`src/rtl/instr_sequencer.sv`:
```
// Four-state instruction sequencer: accepts one instruction, decodes it into register-file and
// ALU controls, holds them through execute, pulses the write enable in write-back.
module instr_sequencer #(
  parameter int unsigned COUNT_WIDTH = 16
) (
  input  logic                   CLK,
  input  logic                   RESET,
  input  logic [31:0]            INSTR,
  input  logic                   INSTR_VALID,
  output logic                   INSTR_READY,
  output logic [2:0]             OUT1ADDRESS,
  output logic [2:0]             OUT2ADDRESS,
  output logic [2:0]             INADDRESS,
  output logic                   WRITE,
  output logic [2:0]             ALUOP,
  output logic [7:0]             IMMEDIATE,
  output logic                   IMM_SEL,
  output logic                   NEG_SEL,
  output logic [COUNT_WIDTH-1:0] INSTR_COUNT,
  output logic                   ERROR
);

  typedef enum logic [1:0] {StIdle, StDecode, StExec, StWb} state_e;

  typedef struct packed {
    logic       legal;
    logic [2:0] aluop;
    logic       imm_sel;
    logic       neg_sel;
  } dec_t;

  function automatic dec_t decode_op(input logic [7:0] op);
    dec_t d;
    d = '0;
    unique case (op)
      8'h00:   begin d.legal = 1'b1; d.imm_sel = 1'b1; end
      8'h01:   d.legal = 1'b1;
      8'h02:   begin d.legal = 1'b1; d.aluop = 3'b001; end
      8'h03:   begin d.legal = 1'b1; d.aluop = 3'b001; d.neg_sel = 1'b1; end
      8'h04:   begin d.legal = 1'b1; d.aluop = 3'b010; end
      8'h05:   begin d.legal = 1'b1; d.aluop = 3'b011; end
      default: d = '0;
    endcase
    return d;
  endfunction

  state_e                 state_q, state_d;
  logic [31:0]            ir_q, ir_d;
  logic                   ready_q, ready_d;
  logic [2:0]             out1_q, out1_d, out2_q, out2_d, inaddr_q, inaddr_d;
  logic                   write_q, write_d;
  logic [2:0]             aluop_q, aluop_d;
  logic [7:0]             imm_q, imm_d;
  logic                   imm_sel_q, imm_sel_d, neg_sel_q, neg_sel_d;
  logic [COUNT_WIDTH-1:0] count_q, count_d;
  logic                   error_q, error_d;
  dec_t                   dec_in, dec_ir;

  assign dec_in = decode_op(INSTR[31:24]);
  assign dec_ir = decode_op(ir_q[31:24]);

  // Decode outputs are loaded on the accept edge so they are already valid during DECODE.
  always_comb begin
    state_d   = state_q;
    ir_d      = ir_q;
    ready_d   = ready_q;
    out1_d    = out1_q;
    out2_d    = out2_q;
    inaddr_d  = inaddr_q;
    write_d   = write_q;
    aluop_d   = aluop_q;
    imm_d     = imm_q;
    imm_sel_d = imm_sel_q;
    neg_sel_d = neg_sel_q;
    count_d   = count_q;
    error_d   = error_q;
    unique case (state_q)
      StIdle: begin
        if (INSTR_VALID) begin
          state_d   = StDecode;
          ready_d   = 1'b0;
          ir_d      = INSTR;
          out1_d    = INSTR[10:8];
          out2_d    = INSTR[2:0];
          imm_d     = INSTR[7:0];
          aluop_d   = dec_in.aluop;
          imm_sel_d = dec_in.imm_sel;
          neg_sel_d = dec_in.neg_sel;
        end
      end
      StDecode: begin
        if (dec_ir.legal) begin
          state_d = StExec;
        end else begin
          state_d = StIdle;
          ready_d = 1'b1;
          error_d = 1'b1;
        end
      end
      StExec: begin
        state_d  = StWb;
        write_d  = 1'b1;
        inaddr_d = ir_q[18:16];
      end
      StWb: begin
        state_d = StIdle;
        ready_d = 1'b1;
        write_d = 1'b0;
        count_d = count_q + COUNT_WIDTH'(1);
      end
      default: begin
        state_d = StIdle;
        ready_d = 1'b1;
        write_d = 1'b0;
      end
    endcase
  end

  always_ff @(posedge CLK) begin
    if (RESET) begin
      state_q   <= StIdle;
      ir_q      <= '0;
      ready_q   <= 1'b1;
      out1_q    <= '0;
      out2_q    <= '0;
      inaddr_q  <= '0;
      write_q   <= 1'b0;
      aluop_q   <= '0;
      imm_q     <= '0;
      imm_sel_q <= 1'b0;
      neg_sel_q <= 1'b0;
      count_q   <= '0;
      error_q   <= 1'b0;
    end else begin
      state_q   <= state_d;
      ir_q      <= ir_d;
      ready_q   <= ready_d;
      out1_q    <= out1_d;
      out2_q    <= out2_d;
      inaddr_q  <= inaddr_d;
      write_q   <= write_d;
      aluop_q   <= aluop_d;
      imm_q     <= imm_d;
      imm_sel_q <= imm_sel_d;
      neg_sel_q <= neg_sel_d;
      count_q   <= count_d;
      error_q   <= error_d;
    end
  end

  assign INSTR_READY = ready_q;
  assign OUT1ADDRESS = out1_q;
  assign OUT2ADDRESS = out2_q;
  assign INADDRESS   = inaddr_q;
  assign WRITE       = write_q;
  assign ALUOP       = aluop_q;
  assign IMMEDIATE   = imm_q;
  assign IMM_SEL     = imm_sel_q;
  assign NEG_SEL     = neg_sel_q;
  assign INSTR_COUNT = count_q;
  assign ERROR       = error_q;

endmodule

```
`config.mk`:
```
export PLATFORM = sky130hd
export DESIGN_NAME = instr_sequencer
export DESIGN_NICKNAME = d
export VERILOG_FILES = /design/src/rtl/instr_sequencer.sv
export SDC_FILE = /design/constraint.sdc
export NUM_CORES = 1
export LEC_CHECK = 0
export CORE_MARGIN = 3
export CORE_UTILIZATION = 40
export DETAILED_ROUTE_END_ITERATION = 8
export PLACE_DENSITY = 0.73
export REMOVE_ABC_BUFFERS = 1
export SYNTH_ARGS = -nofsm -noshare
export SYNTH_HDL_FRONTEND = slang
export SYNTH_SLANG_ARGS = --single-unit
```
`constraint.sdc`:
```
create_clock -name CLK -period 3.6 [get_ports CLK]
set_clock_uncertainty 0.2 [all_clocks]
set_input_delay 0.72 -clock CLK [delete_from_list [all_inputs] [get_ports CLK]]
set_output_delay 0.72 -clock CLK [all_outputs]
set_load 0.02 [all_outputs]
```
==> flow_summary.ini, run 1 <==
[clocking]
cts_resized = 0
clock_path_buffers = 2
post-cts-setup-buffers = 0
cts_root_buffer = clkbuf_8
cts_buffers = 5
clock-sinks = 49
htree_num_levels = 2
cts.clk_slew.worst_paths_ns = 0.08
cts_tree = built
holdBufCountCts = 0
worstSkewPairLatency_ns = 0.29

[synth]
synth-seq-cells = 49
ys_types = 33
synth_cells = 250
avgSynthCellArea_sq_um = 8.30
synthesis.area_sq_um = 2080
yosysWarningCount = 0
ys_seq_area_share_pct = 47.3

[grt]
grt_pass1_vias = 1666
antenna_found_initial = 0
grt_pass1_wl_um = 7120
grt_max_degree = 51
grt.overflow.total = 0
grt_usage_pct = 14.2

[sta]
fmax_mhz = 431
fin_ws_ns = 1.28
tns_ns = 0
max_slew.worst_pin.slew_ns = 0.848
rsz0062_at_grt = false
slew_violations = 0
finalHoldViolations = 0
relSlewSlack_pct = 43.4
fin_crit_ns = 2.32
fin_crit_sh_pct = 64.4
finalSetupViolCount = 0

[worst_setup_path]
critPathMaxStageDelay_ns = 0.65
crit_chain = clkdlybuf4s50_1
crit_path_top_delay_cell = clkdlybuf4s50_1
end_kind = primary output
critPathArrivalTime_ns = 1.40
path_depth = 1
path_buf_inv = 1
cp.required_ns = 2.68
critPathKind = reg -> out
start_kind = register
ff2ff_path_depth = 4
cpLargestDelayFamily = buffers and inverters
cp_max_fo = 7

[power]
p_leak_nw = 0.955
power_density_nw_per_um2 = 380
ir_drop_uv = 237

[detailed_routing]
wire_per_inst_um = 11.9
firstDrtPassIters = 4
dr_total_vias = 1756
vias_per_cell = 4.85
ant_nets = 0
drtIter0Drc = 51
totalWireLength_um = 4300
drc = 0

[place]
dpl.hpwl_um = 2940
place_area_sq_um = 2620
place_ws_ns = 1.15
gp_congestion = 0.804
port_buffers = 64

[floorplan]
initial_utilization_pct = 42.5
pin_count = 76
die_height_um = 78.0
core_area_sq_um = 4880
die_w_um = 78.0
row_count = 25
dieArea_sq_um = 6090

[finish]
fillers = 481
design_area_sq_um = 2700
antenna_cells = 0
finalNetCount = 330
final_common_cell = clkdlybuf4s50_1
area_delta_synth_final_pct = 30.0
drive_above_1_share_pct = 4.41
layout_common_cells = clkdlybuf4s50_1 (64), nand2_1 (55), dfxtp_1 (49)

[hold_path]
whs_path_depth = 2
hold_class = reg -> reg

[status]
outcome = completed

[job]
maxCapViolCount = 0
-- per-layer routing --
metal	up-vias	GRT usage (%)	part of all wire, %
met2	62	23.6	44
met3	5	5.50	9.6
met5	-	0	0
li1	906	-	-
met4	0	5.24	1.1
met1	783	16.7	45
-- where the power goes --
| part | internal [mW] | switching (mW) |
|---|---|---|
| sequential | 0.564 | 0.0149 |
| clock | 0.138 | 0.164 |
| combinational | 0.0689 | 0.0764 |
| total | 0.771 | 0.255 |
-- flip-flops by register name (all words and copies together) (netlist names), named ones only --
| signal | cells |
|---|---|
| NEG_SEL | 1 |
| state_q | 1 |
| IMM_SEL | 1 |
| INSTR_READY | 1 |
| ALUOP | 2 |
| INADDRESS | 3 |
| INSTR_COUNT | 16 |
| WRITE | 1 |
| ERROR | 1 |
| ir_q | 21 |
-- final timing paths --
path,from,endpoint,slack [ns]
setup / recovery,INSTR_COUNT[2],INSTR_COUNT[2],1.28
hold / removal,ir_q[7],ir_q[7],0.25
setup reg to reg,state_q[0],ir_q[26],1.79
hold reg to reg,ir_q[7],ir_q[7],0.25
-- logic make-up (layout without fill, tap and decap cells) --
family,after synthesis,count (layout),share of synthesized area (%)
simple gates,112,112,25.8
flops,49,49,47.3
compound gates,43,43,10.7
buf+inv,31,76,9.83
xor+xnor,10,10,4.22
mux,3,3,1.45
fa+ha+maj,1,1,0.603
other cells,1,1,0.181
-- layout make-up --
type                       count  area (sq um)  share of cell area, %
timing repair buffer          66           656                   24.3
clock buffer                   8          80.1                   2.97
inverter                       2          7.51                  0.278
multi-input combinational    170           891                   33.0
sequential                    49           981                   36.3
tap                           67          83.8                   3.11
-- Yosys cell counts --
| master | instances | area, sq um |
|---|---|---|
| nor3_1 | 4 | 20.0 |
| nor4_1 | 2 | 12.5 |
| or3_1 | 3 | 18.8 |
| buf_4 | 16 | 120 |
| buf_2 | 4 | 20.0 |
| clkbuf_1 | 6 | 22.5 |
| a21oi_1 | 35 | 175 |
| and2_1 | 2 | 12.5 |
| ha_1 | 1 | 12.5 |
| or3_2 | 1 | 7.51 |
| nand4_4 | 1 | 21.3 |
| nand4_1 | 5 | 31.3 |
| a21o_1 | 1 | 7.51 |
| xnor2_1 | 3 | 26.3 |
| a31oi_1 | 1 | 6.26 |
| nand4_2 | 1 | 12.5 |
| nor2b_1 | 2 | 12.5 |
| dfxtp_1 | 49 | 981 |
| nand2_1 | 55 | 206 |
| xor2_1 | 7 | 61.3 |
| nand3_1 | 8 | 40.0 |
| inv_1 | 2 | 7.51 |
| nor2_1 | 21 | 78.8 |
| mux2i_1 | 3 | 30.0 |
| nand3_2 | 1 | 10.0 |
| and4_4 | 1 | 11.3 |
| conb_1 | 1 | 3.75 |
| and3_2 | 1 | 7.51 |
| o31ai_1 | 1 | 7.51 |
| and4_1 | 2 | 17.5 |
| or4_1 | 2 | 15.0 |
| buf_6 | 3 | 33.8 |
| o21ai_0 | 5 | 25.0 |
-- metrics by stage --
step           total power, mW  std cells  utilization (%)  hold slack, ns
3_5_place_dp             0.738        354             53.7           0.243
4_1_cts                   1.04        362             55.3           0.259
2_1_floorplan            0.656        221                -           0.230
3_3_place_gp             0.736        354             53.7           0.241
6_report                  1.03        362             55.3           0.255
5_1_grt                   1.08        362             55.3           0.269
No activity file was read; power rests on OpenSTA's default activity.
==> run 2, diff against run 1 <==
clock period = 2.2 ns   (was 3.6 ns; I/O delays follow)
==> run 2 against run 1 <==
Net effect: core utilization grew 0.79 points; hold slack lost 0.00050 ns; power grew 68%; highest routed layer unchanged; largest cell class unchanged; register-to-register slack lost 1.4 ns; critical path type unchanged; count of clock-buffer cells in the layout shrank 1; non-clock buffer count grew 1; die area is the same; critical path depth is the same; largest power group unchanged.
==> flow_summary.ini, run 2 (synthesis results as in run 1) <==
[status]
outcome = completed

[worst_setup_path]
path_buf_inv = 1
start_kind = register
end_kind = primary output
crit_path_top_delay_cell = clkdlybuf4s50_1
cp_max_fo = 7
ff2ff_path_depth = 4
cp.required_ns = 1.56
critPathMaxStageDelay_ns = 0.65
critPathArrivalTime_ns = 1.40
reg2reg_slack_ns = 0.42
cpLargestDelayFamily = buffers and inverters
crit_chain = clkdlybuf4s50_1
r2r_start = state_q[0]
r2r_end = INSTR_COUNT[15]
critPathKind = reg -> out

[hold_path]
min_to = ir_q[7]
hold_path_startpoint = ir_q[7]
hold_class = reg -> reg
whs_path_depth = 2

[finish]
drive_above_1_share_pct = 5.08
largest_reg_flops = 21
utilization_pct = 56.1
final_common_cell = clkdlybuf4s50_1
area_delta_synth_final_pct = 31.9
fin_cells = 362
antenna_cells = 0
regMostFlops = ir_q
layout_common_cells = clkdlybuf4s50_1 (64), nand2_1 (55), dfxtp_1 (49)
design_area_sq_um = 2740
finalNetCount = 331

[detailed_routing]
dr_total_vias = 1781
drtIter0Drc = 61
totalWireLength_um = 4420
firstDrtPassIters = 4
ant_nets = 0
wire_per_inst_um = 12.2
drc = 0
vias_per_cell = 4.92

[power]
p_int_mw = 1.30
p_sw_mw = 0.426
ir_drop_uv = 335
p_sw_share_pct = 24.7
clock_power_share_pct = 30.4
seqPwrFrac_pct = 55.1
power_mw = 1.72
power_density_nw_per_um2 = 629
p_comb_share_pct = 14.6
p_leak_nw = 0.973

[job]
maxCapViolCount = 0

[floorplan]
die_height_um = 78.0
row_count = 25
core_area_sq_um = 4880
dieArea_sq_um = 6090
pin_count = 76
die_w_um = 78.0
initial_utilization_pct = 42.5

[sta]
finalHoldWorstSlack_ns = 0.254
slew_violations = 0
fmax_mhz = 489
fin_crit_ns = 2.04
tns_ns = 0
finalHoldViolations = 0
finalSetupViolCount = 0
fin_ws_ns = 0.157
fin_crit_sh_pct = 92.9
rsz0062_at_grt = false

[clocking]
cts_root_buffer = clkbuf_8
clock_path_buffers = 2
htree_num_levels = 2
worstSkewPairLatency_ns = 0.29
clock-sinks = 49
cts_buffers = 5
cts.clk_slew.worst_paths_ns = 0.08
cts_resized = 0
cts_tree = built
post-cts-setup-buffers = 0
holdBufCountCts = 0

[place]
gp_congestion = 0.831
dpl.hpwl_um = 3030
place_ws_ns = 0.0418
port_buffers = 64
place_area_sq_um = 2650
dp_cells = 355

[grt]
grt_usage_pct = 15.4
grt_pass1_vias = 1704
grt_max_degree = 51
antenna_found_initial = 0
grt.overflow.total = 0
grt_pass1_wl_um = 7560
[run 2: cell types whose count changed in the layout (fill, tap and decap cells not counted), sizes merged]
| cell | delta |
|---|---|
| clkbuf | -1 |
| buf | +1 |
[run 2: worst max path at each step]
| stage | startpoint | depth (start not counted) | to |
|---|---|---|---|
| after global placement | INSTR[31] | 5 | NEG_SEL |
| after floorplan | INSTR_COUNT[6] | 4 | INSTR_COUNT[14] |
| after detailed placement | INSTR[31] | 5 | NEG_SEL |
| final | INSTR_COUNT[2] | 1 | INSTR_COUNT[2] |
| after global routing | INSTR_COUNT[2] | 1 | INSTR_COUNT[2] |
| after CTS | INSTR_COUNT[2] | 1 | INSTR_COUNT[2] |
[run 2: layer usage]
layer / GRT usage, % / wire (um)
met5: 0 / 0
met4: 5.94 / 61
met3: 7.00 / 448
met2: 24.1 / 1880
met1: 18.5 / 2030
[run 2: power groups by stage]
stage | combinational, mW | clock (mW) | sequential [mW]
6_report | 0.250 | 0.523 | 0.948
5_1_grt | 0.275 | 0.584 | 0.953
4_1_cts | 0.254 | 0.548 | 0.948
3_5_place_dp | 0.254 | 0 | 0.968
3_3_place_gp | 0.251 | 0 | 0.967
2_1_floorplan | 0.0786 | 0 | 0.995
[run 2: worst reg2reg max path, delay by kind of cell (launching register included)]
family           cells  cell delay, ns
AND/OR/NAND/NOR      3            0.86
flip-flops           1            0.52
AO/OA/AOI/OAI        1            0.14
[run 2: final cells by class]
type / count / area (sq um)
Clock buffer: 7 / 86.3
Tap cell: 67 / 83.8
Multi-Input combinational cell: 170 / 891
Inverter: 2 / 7.51
Fill cell: 486 / 2140
Sequential cell: 49 / 981
Timing Repair Buffer: 67 / 688
==> run 3, diff against run 2 <==
CTS_BUF_LIST = sky130_fd_sc_hd__clkbuf_4   (was not set)
SETUP_SLACK_MARGIN = 0.4   (was not set)
==> run 3 against run 2 <==
Net effect: power shrank 8.6%; via count down 0.51%; count of clock-buffer cells in the layout down 1; die area unchanged; register-to-register slack improved by 0.11 ns; global-route usage down 0.14 points; fmax grew 17%; critical path depth did not move; combinational power down 6%; core utilization down 1.6 points; wire length grew 0.41%; critical path type unchanged; largest cell class unchanged; largest power group unchanged.
==> flow_summary.ini, run 3 (synthesis results as in run 1) <==
[status]
outcome = completed

[finish]
layout_common_cells = nand2_1 (55), dfxtp_1 (40), a21oi_1 (35)
area_delta_synth_final_pct = 28.2
regMostFlops = ir_q
largest_reg_flops = 21
finalNetCount = 331
fillers = 506
seq_area_sq_um = 992
multi_input_area_sq_um = 895
drive_above_1_share_pct = 11.5
final_common_cell = nand2_1
design_area_sq_um = 2660
antenna_cells = 0

[sta]
finalSetupViolCount = 0
fin_crit_ns = 1.74
fin_crit_sh_pct = 79.1
slew_violations = 0
rsz0062_at_grt = false
fmax_mhz = 575
finalHoldViolations = 0
finalHoldWorstSlack_ns = 0.260
tns_ns = 0

[detailed_routing]
totalWireLength_um = 4440
ant_nets = 0
dr_total_vias = 1772
wire_per_inst_um = 12.3
vias_per_cell = 4.90
drtIter0Drc = 50
drc = 0
firstDrtPassIters = 4

[place]
place_area_sq_um = 2650
gp_congestion = 0.831
port_buffers = 64
dpl.hpwl_um = 3030

[floorplan]
die_height_um = 78.0
dieArea_sq_um = 6090
row_count = 25
pin_count = 76
die_w_um = 78.0
core_area_sq_um = 4880
initial_utilization_pct = 42.5

[worst_setup_path]
path_buf_inv = 1
crit_chain = clkdlybuf4s15_1
end_kind = primary output
cp_max_fo = 4
critPathKind = reg -> out
crit_path_top_delay_cell = dfxtp_1
critPathMaxStageDelay_ns = 0.41
cp.required_ns = 1.56
critPathArrivalTime_ns = 1.10
start_kind = register
cpLargestDelayFamily = flip-flops

[clocking]
holdBufCountCts = 0
cts_buffers = 5
cts_resized = 53
cts_tree = built
htree_num_levels = 2
cts.clk_slew.worst_paths_ns = 0.13
clock_path_buffers = 2
cts_root_buffer = clkbuf_4
clock-sinks = 49
post-cts-setup-buffers = 0
worstSkewPairLatency_ns = 0.36

[power]
p_leak_nw = 1.08
power_density_nw_per_um2 = 591
ir_drop_uv = 336

[grt]
grt_busiest_layer = met2
use_met1_pct = 18.7
grt_pass1_vias = 1681
grt_max_degree = 51
grt_pass1_wl_um = 7510
antenna_found_initial = 0
grt.overflow.total = 0
grt_use_met3_pct = 6.88
gr-usage-met2_pct = 23.8
grt_usage_pct = 15.3

[hold_path]
hold_class = reg -> reg

[job]
maxCapViolCount = 0
## run 3: worst paths after layout
| path | end | cells after the start | startpoint | slack [ns] |
|---|---|---|---|---|
| hold reg to reg | ir_q[7] | 2 | ir_q[7] | 0.26 |
| setup / recovery | INSTR_COUNT[0] | 1 | INSTR_COUNT[0] | 0.46 |
| hold / removal | ir_q[7] | 2 | ir_q[7] | 0.26 |
| setup reg to reg | INSTR_COUNT[15] | 4 | register | 0.53 |
## run 3: cell type report
type | instances | share of cell area (%)
tap | 67 | 3.15
timing repair buffer | 67 | 23.8
clock buffer | 6 | 1.69
clock inverter | 1 | 0.141
sequential | 49 | 37.3
multi-input combinational | 170 | 33.6
inverter | 2 | 0.282
## run 3: where the power goes
| part | switching, mW | total, mW | internal [mW] |
|---|---|---|---|
| combinational | 0.128 | 0.234 | 0.106 |
| clock | 0.262 | 0.391 | 0.129 |
| sequential | 0.0235 | 0.947 | 0.924 |
| total | 0.414 | 1.57 | 1.16 |
## run 3: per-stage QoR
stage               setup slack, ns  power [mW]  utilization (%)  cells
CTS                           0.337        1.60             54.6    362
detailed placement           0.0418        1.22             54.3    355
floorplan                     0.432        1.07                -    221
finish                        0.460        1.57             54.5    362
global placement             0.0711        1.22             54.3    355
global route                  0.396        1.66             54.5    362
## run 3: worst reg2reg max path, stage by stage, from the launching register on
cell and delay (ns):
dfxtp_1 0.49, and4_2 0.37, nand3_1 0.11, or3_1 0.31
a21oi_1 0.14
## run 3: routing by layer
layer	up-vias	routed length [um]
met1	797	2060
met4	0	47
met5	-	0
met2	65	1900
met3	5	427
li1	905	-
